$ cat src/rtl/neuron_step_scheduler.sv
// neuron_step_scheduler: sequences one simulation time step across NUM_NEURONS
// neuron cores. It issues an update pulse to the enabled cores and waits for them
// to go idle. It then latches the spike vector, pulses reset to the cores that
// spiked, and reports step_done. It also owns the timestep counter.
// Ports:
//   clk, rst        clock (rising edge) and async active-high reset
//   step_start      request one step (sampled in IDLE only)
//   enable_mask     cores to update this step (latched with step_start)
//   core_busy/spike per-core busy and spike_detected inputs
//   core_update     per-core start_update pulse
//   core_reset      per-core start_reset pulse
//   ready           high in IDLE only
//   step_done       one-cycle pulse; spike_vec/timestep valid from this cycle
//   spike_vec       spikes of the last completed step
//   timestep        completed-step count
//   timeout_err     sticky watchdog abort flag
//   overrun_err     sticky step_start-while-busy flag
module neuron_step_scheduler #(
   parameter int unsigned NUM_NEURONS = 8,
   parameter int unsigned TIMEOUT     = 64,
   parameter int unsigned TS_WIDTH    = 16
) (
   input  logic                   clk,
   input  logic                   rst,
   input  logic                   step_start,
   input  logic [NUM_NEURONS-1:0] enable_mask,
   input  logic [NUM_NEURONS-1:0] core_busy,
   input  logic [NUM_NEURONS-1:0] core_spike,
   output logic [NUM_NEURONS-1:0] core_update,
   output logic [NUM_NEURONS-1:0] core_reset,
   output logic                   ready,
   output logic                   step_done,
   output logic [NUM_NEURONS-1:0] spike_vec,
   output logic [TS_WIDTH-1:0]    timestep,
   output logic                   timeout_err,
   output logic                   overrun_err
);

   localparam int unsigned WD_W = $clog2(TIMEOUT) + 1;

   typedef enum logic [2:0] {
      S_IDLE,
      S_UPD_ISSUE,
      S_UPD_SETTLE,
      S_UPD_WAIT,
      S_RST_ISSUE,
      S_RST_SETTLE,
      S_RST_WAIT,
      S_DONE
   } state_t;

   state_t                 state_q, state_d;
   logic [NUM_NEURONS-1:0] mask_q, mask_d;
   logic [NUM_NEURONS-1:0] spk_q, spk_d;
   logic [WD_W-1:0]        wd_q, wd_d;
   logic [NUM_NEURONS-1:0] update_q, update_d;
   logic [NUM_NEURONS-1:0] reset_q, reset_d;
   logic                   ready_q, ready_d;
   logic                   done_q, done_d;
   logic [NUM_NEURONS-1:0] spike_vec_q, spike_vec_d;
   logic [TS_WIDTH-1:0]    timestep_q, timestep_d;
   logic                   timeout_q, timeout_d;
   logic                   overrun_q, overrun_d;

   // State and registered outputs
   always_ff @(posedge clk or posedge rst) begin
      if (rst) begin
         state_q     <= S_IDLE;
         mask_q      <= '0;
         spk_q       <= '0;
         wd_q        <= '0;
         update_q    <= '0;
         reset_q     <= '0;
         ready_q     <= 1'b1;
         done_q      <= 1'b0;
         spike_vec_q <= '0;
         timestep_q  <= '0;
         timeout_q   <= 1'b0;
         overrun_q   <= 1'b0;
      end else begin
         state_q     <= state_d;
         mask_q      <= mask_d;
         spk_q       <= spk_d;
         wd_q        <= wd_d;
         update_q    <= update_d;
         reset_q     <= reset_d;
         ready_q     <= ready_d;
         done_q      <= done_d;
         spike_vec_q <= spike_vec_d;
         timestep_q  <= timestep_d;
         timeout_q   <= timeout_d;
         overrun_q   <= overrun_d;
      end
   end

   // Next state; outputs are decoded from the next state so they align with it
   always_comb begin
      state_d     = state_q;
      mask_d      = mask_q;
      spk_d       = spk_q;
      wd_d        = wd_q;
      timeout_d   = timeout_q;
      overrun_d   = overrun_q;
      spike_vec_d = spike_vec_q;
      timestep_d  = timestep_q;

      unique case (state_q)
         S_IDLE: begin
            if (step_start) begin
               mask_d  = enable_mask;
               spk_d   = '0;
               state_d = (enable_mask == '0) ? S_DONE : S_UPD_ISSUE;
            end
         end
         S_UPD_ISSUE:  state_d = S_UPD_SETTLE;
         S_UPD_SETTLE: begin
            wd_d    = '0;
            state_d = S_UPD_WAIT;
         end
         S_UPD_WAIT: begin
            if (|(core_busy & mask_q)) begin
               if (wd_q == WD_W'(TIMEOUT - 1)) begin
                  // Abort: keep spikes only from cores that did finish, skip resets
                  timeout_d = 1'b1;
                  spk_d     = core_spike & mask_q & ~core_busy;
                  state_d   = S_DONE;
               end else begin
                  wd_d = wd_q + WD_W'(1);
               end
            end else begin
               spk_d   = core_spike & mask_q;
               state_d = (|(core_spike & mask_q)) ? S_RST_ISSUE : S_DONE;
            end
         end
         S_RST_ISSUE:  state_d = S_RST_SETTLE;
         S_RST_SETTLE: begin
            wd_d    = '0;
            state_d = S_RST_WAIT;
         end
         S_RST_WAIT: begin
            if (|(core_busy & spk_q)) begin
               if (wd_q == WD_W'(TIMEOUT - 1)) begin
                  timeout_d = 1'b1;
                  state_d   = S_DONE;
               end else begin
                  wd_d = wd_q + WD_W'(1);
               end
            end else begin
               state_d = S_DONE;
            end
         end
         S_DONE:   state_d = S_IDLE;
         default:  state_d = S_IDLE;
      endcase

      if (step_start && (state_q != S_IDLE)) begin
         overrun_d = 1'b1;
      end

      update_d = (state_d == S_UPD_ISSUE) ? mask_d : '0;
      reset_d  = (state_d == S_RST_ISSUE) ? spk_d : '0;
      ready_d  = (state_d == S_IDLE);
      done_d   = (state_d == S_DONE);
      if (state_d == S_DONE) begin
         spike_vec_d = spk_d;
         timestep_d  = timestep_q + TS_WIDTH'(1);
      end
   end

   assign core_update = update_q;
   assign core_reset  = reset_q;
   assign ready       = ready_q;
   assign step_done   = done_q;
   assign spike_vec   = spike_vec_q;
   assign timestep    = timestep_q;
   assign timeout_err = timeout_q;
   assign overrun_err = overrun_q;

endmodule

$ cat config.mk
export PLATFORM = sky130hd
export DESIGN_NAME = neuron_step_scheduler
export DESIGN_NICKNAME = d
export VERILOG_FILES = /design/src/rtl/neuron_step_scheduler.sv
export SDC_FILE = /design/constraint.sdc
export NUM_CORES = 1
export LEC_CHECK = 0
export ABC_AREA = 1
export CAP_MARGIN = 5
export CELL_PAD_IN_SITES_DETAIL_PLACEMENT = 0
export CELL_PAD_IN_SITES_GLOBAL_PLACEMENT = 1
export CORE_ASPECT_RATIO = 1.25
export CORE_MARGIN = 5
export CORE_UTILIZATION = 42
export DETAILED_ROUTE_END_ITERATION = 8
export DONT_BUFFER_PORTS = 1
export HOLD_SLACK_MARGIN = 0.03
export PLACE_DENSITY = 0.77
export RECOVER_POWER = 50
export SYNTH_ARGS = -nofsm -noshare
export SYNTH_HDL_FRONTEND = slang
export SYNTH_SLANG_ARGS = --single-unit
$ cat constraint.sdc
create_clock -name clk -period 2.17 [get_ports clk]
set_clock_uncertainty 0.1 [all_clocks]
set_input_delay 0.217 -clock clk [delete_from_list [all_inputs] [get_ports clk]]
set_output_delay 0.217 -clock clk [all_outputs]
set_load 0.01 [all_outputs]
==> summary.md <==
| Metric | Value |
|---|---|
| Post-Route WL | between 9000 and 10000 um |
| Crit path cell chain | ha_1, nand2_1, nor2_2, nand2_4, nand2_4, nand2_2, a22oi_4, buf_12, nand3_4, nand2_1, nand2_1 |
| Full die area | approximately 11000 sq um |
| Worst R2R Path Depth | 11 |
| Die H | 114 um |
| Final setup violation count | 0 |
| Number of synthesized register bits | 70 |
| Reg clk slew, reported paths | roughly 70 ps |
| F_max | a little under 0.5 GHz |
| Area of the multi-input gates | around 1700 sq um |
| CTS tree | built |
| CTS sink cnt | 70 |
| Largest net degree at the start of global routing | 40 |
| Die width | between 90 and 100 um |
| First-pass GRT wire length | 15200 um |
| RSZ-0062 raised after global routing | true |
| GP Congestion | approximately 0.84 |
| Num rows | 38 |
| CP endpoint kind | flop |
| Synth async-reset ratio | 1.00 |
| Nets | 522 |
| Mapped Area | 3650 sq um |
| Gr ovfl total | 0 |
| DR WL/cell | between 15 and 20 um |
| Status | finished clean |
| Max IR drop VDD | slightly below 0.7 mV |
| Register area share after synthesis | 0.480 |
| Syn nets | about 490 |
| Number of fill cells in the layout | 851 |
| Ys Warns | 0 |
| Tmin final | about 2100 ps |
| Number of synthesized flops with an enable pin | 0 |
| Tot Pwr | 0.00589 W |
| Clk buf depth | 2 |
| Post-synthesis cell count | 462 |
| Setup TNS | 0 ps |
| Slew @ Worst Pin | roughly 1000 ps |
| Buffers on Ports | 0 |
| Cell seen most often among critical-path stages | nand2_1 |
| Global-route usage over all layers | 0.182 |
| Critical Path RT | around 2300 ps |
| Initial cell density of the core | 0.424 |
| Worst setup path class | reg2reg |
| Area growth, synth to finish | 17.9% |
| Via count | about 3100 |
| Vias in the first global route | around 3100 |
| Core box area | between 8000 and 9000 sq um |
| First-pass DRT Iterations | 4 |
| Storage cell area | about 1800 sq um |
| Synth cell types | 32 |
| Commonest non-fill, non-tap cell in the layout | nand2_1 |
| Count of pins over their slew limit | 0 |
| IO Count | between 70 and 80 |
| Top FF cell, synth | dfrtp_1 |
| Mean post-synth cell area | 7.90 sq um |
| Worst hold path class | in2reg |
| Final HPWL DP | 6640 um |
| Pwr Density | 1370 nW/um^2 |
| CP max FO | 12 |
| Max_cap viols | 0 |
| Slowest CP cell | dfrtp_1 |
| Hold depth | 4 |
| CTS HTree Levels | 3 |
| Critical Path Max Stage Delay | ~400 ps |
| Clk root buf | clkbuf_8 |
| DRT iter0 DRCs | roughly 140 |
| Leak pwr | approximately 2.1 nW |
| Critical Path AT | between 2000 and 2500 ps |
| Share of layout cells above drive strength 1 | 0.127 |
| Relative slew slack | 0.333 |
| Tcrit/Tclk final | 0.954 |
| Post-route DRC | 0 |
| Cts bufs inserted | 9 |
| DR vias/cell | about 5 |
| Final Hold Vio Count | 0 |
| Routed Antenna Nets | 0 |
| Startpoint types | flop |
| Antenna cells | 0 |
| Most frequent cells in the layout | nand2_1 (150), dfrtp_1 (69), inv_1 (47) |
| Initial antenna violation count | 0 |
| Later-pin clock latency in the skew report | ~350 ps |
metal layers:
metal	routed length, um	GRT usage	up-vias
li1	-	-	1551
met1	3830	0.209	1496
met5	0	0	-
met4	145	0.0557	0
met3	581	0.0572	12
met2	4880	0.319	63
cell usage after synthesis, types with 2 or more instances:
| cell type | n | area (sq um) |
|---|---|---|
| buf_2 | 7 | 35.0 |
| nand3b_1 | 8 | 60.1 |
| nand2_2 | 6 | 37.5 |
| inv_2 | 3 | 11.3 |
| dfrtp_1 | 69 | 1730 |
| xnor2_1 | 5 | 43.8 |
| nand3_1 | 29 | 145 |
| ha_1 | 2 | 25.0 |
| o21ai_1 | 10 | 50.1 |
| a21oi_1 | 3 | 15.0 |
| nand4_1 | 27 | 169 |
| clkbuf_1 | 3 | 11.3 |
| buf_4 | 2 | 15.0 |
| buf_6 | 2 | 22.5 |
| nand2_1 | 150 | 563 |
| nor2_1 | 35 | 131 |
| nor3_1 | 16 | 80.1 |
| xor2_1 | 10 | 87.6 |
| inv_1 | 47 | 176 |
| o21ai_0 | 16 | 80.1 |
worst max-delay path: cells and delay by family, from the launching register on:
kind | cells | cell delay [ps]
AND/OR/NAND/NOR | 8 | 890
buffers and inverters | 1 | 160
flip-flops | 1 | 400
adder cells (fa/ha/maj) | 1 | 180
AO/OA/AOI/OAI | 1 | 220
kinds of logic (layout without fill, tap and decap cells):
| logic type | after synthesis | after routing | synth area share |
|---|---|---|---|
| buf+inv | 64 | 98 | 0.0744 |
| simple gates | 278 | 280 | 0.350 |
| compound gates | 33 | 33 | 0.0518 |
| xor+xnor | 15 | 15 | 0.0360 |
| fa+ha+maj | 2 | 2 | 0.00686 |
| flops | 70 | 70 | 0.480 |
state kept, by name (all words and copies together) (netlist names):
signal	cells
ready	1
mask_q	8
timestep	16
timeout_err	1
state_q	3
spk_q	8
spike_vec	8
core_update	8
wd_q	7
overrun_err	1
core_reset	8
step_done	1
layout make-up:
type | count | area share
Clock inverter | 3 | 0.00931
Inverter | 50 | 0.0436
Clock buffer | 13 | 0.0416
Multi-Input combinational cell | 330 | 0.392
Tap cell | 120 | 0.0349
Timing Repair Buffer | 32 | 0.0710
Sequential cell | 70 | 0.407
worst paths after layout:
| path | slack, ps | start | end |
|---|---|---|---|
| worst max-delay path | 100 | wd_q[0] | timestep[4] |
| worst min-delay path | 110 | core_spike[0] | spk_q[0] |
| worst max register to register | 100 | wd_q[0] | timestep[4] |
| worst min register to register | 420 | mask_q[6] | mask_q[6] |
| max in group asynchronous | 800 | rst | wd_q[5] |
| min in group asynchronous | 450 | rst | spike_vec[4] |
through the flow:
stage	utilization	worst slack [ps]	cells	area (sq um)	hold WS (ps)
after floorplan	-	86.4	462	3650	238
after global placement	0.450	81.7	587	3870	110
after detailed placement	0.450	-0.0291	587	3870	118
after CTS	0.487	32.9	613	4190	103
after global routing	0.500	-66.7	618	4300	127
final	0.500	99.0	618	4300	110
power by group:
part	switching (W)	internal [W]	total, W
clock network	0.000484	0.000653	0.00114
registers	0.000312	0.00162	0.00193
logic	0.00185	0.000975	0.00282
timing repair:
action / CTS / global route
endpoints found under the hold margin: 86 / 0
gates cloned: 0 / 2
resized for setup: 1 / 14
hold buffers: 10 / 0
buffers inserted: 0 / 3
endpoints found under the setup margin: 1 / 36
pin swaps: 0 / 4
Power figures use the tool's default switching activity.
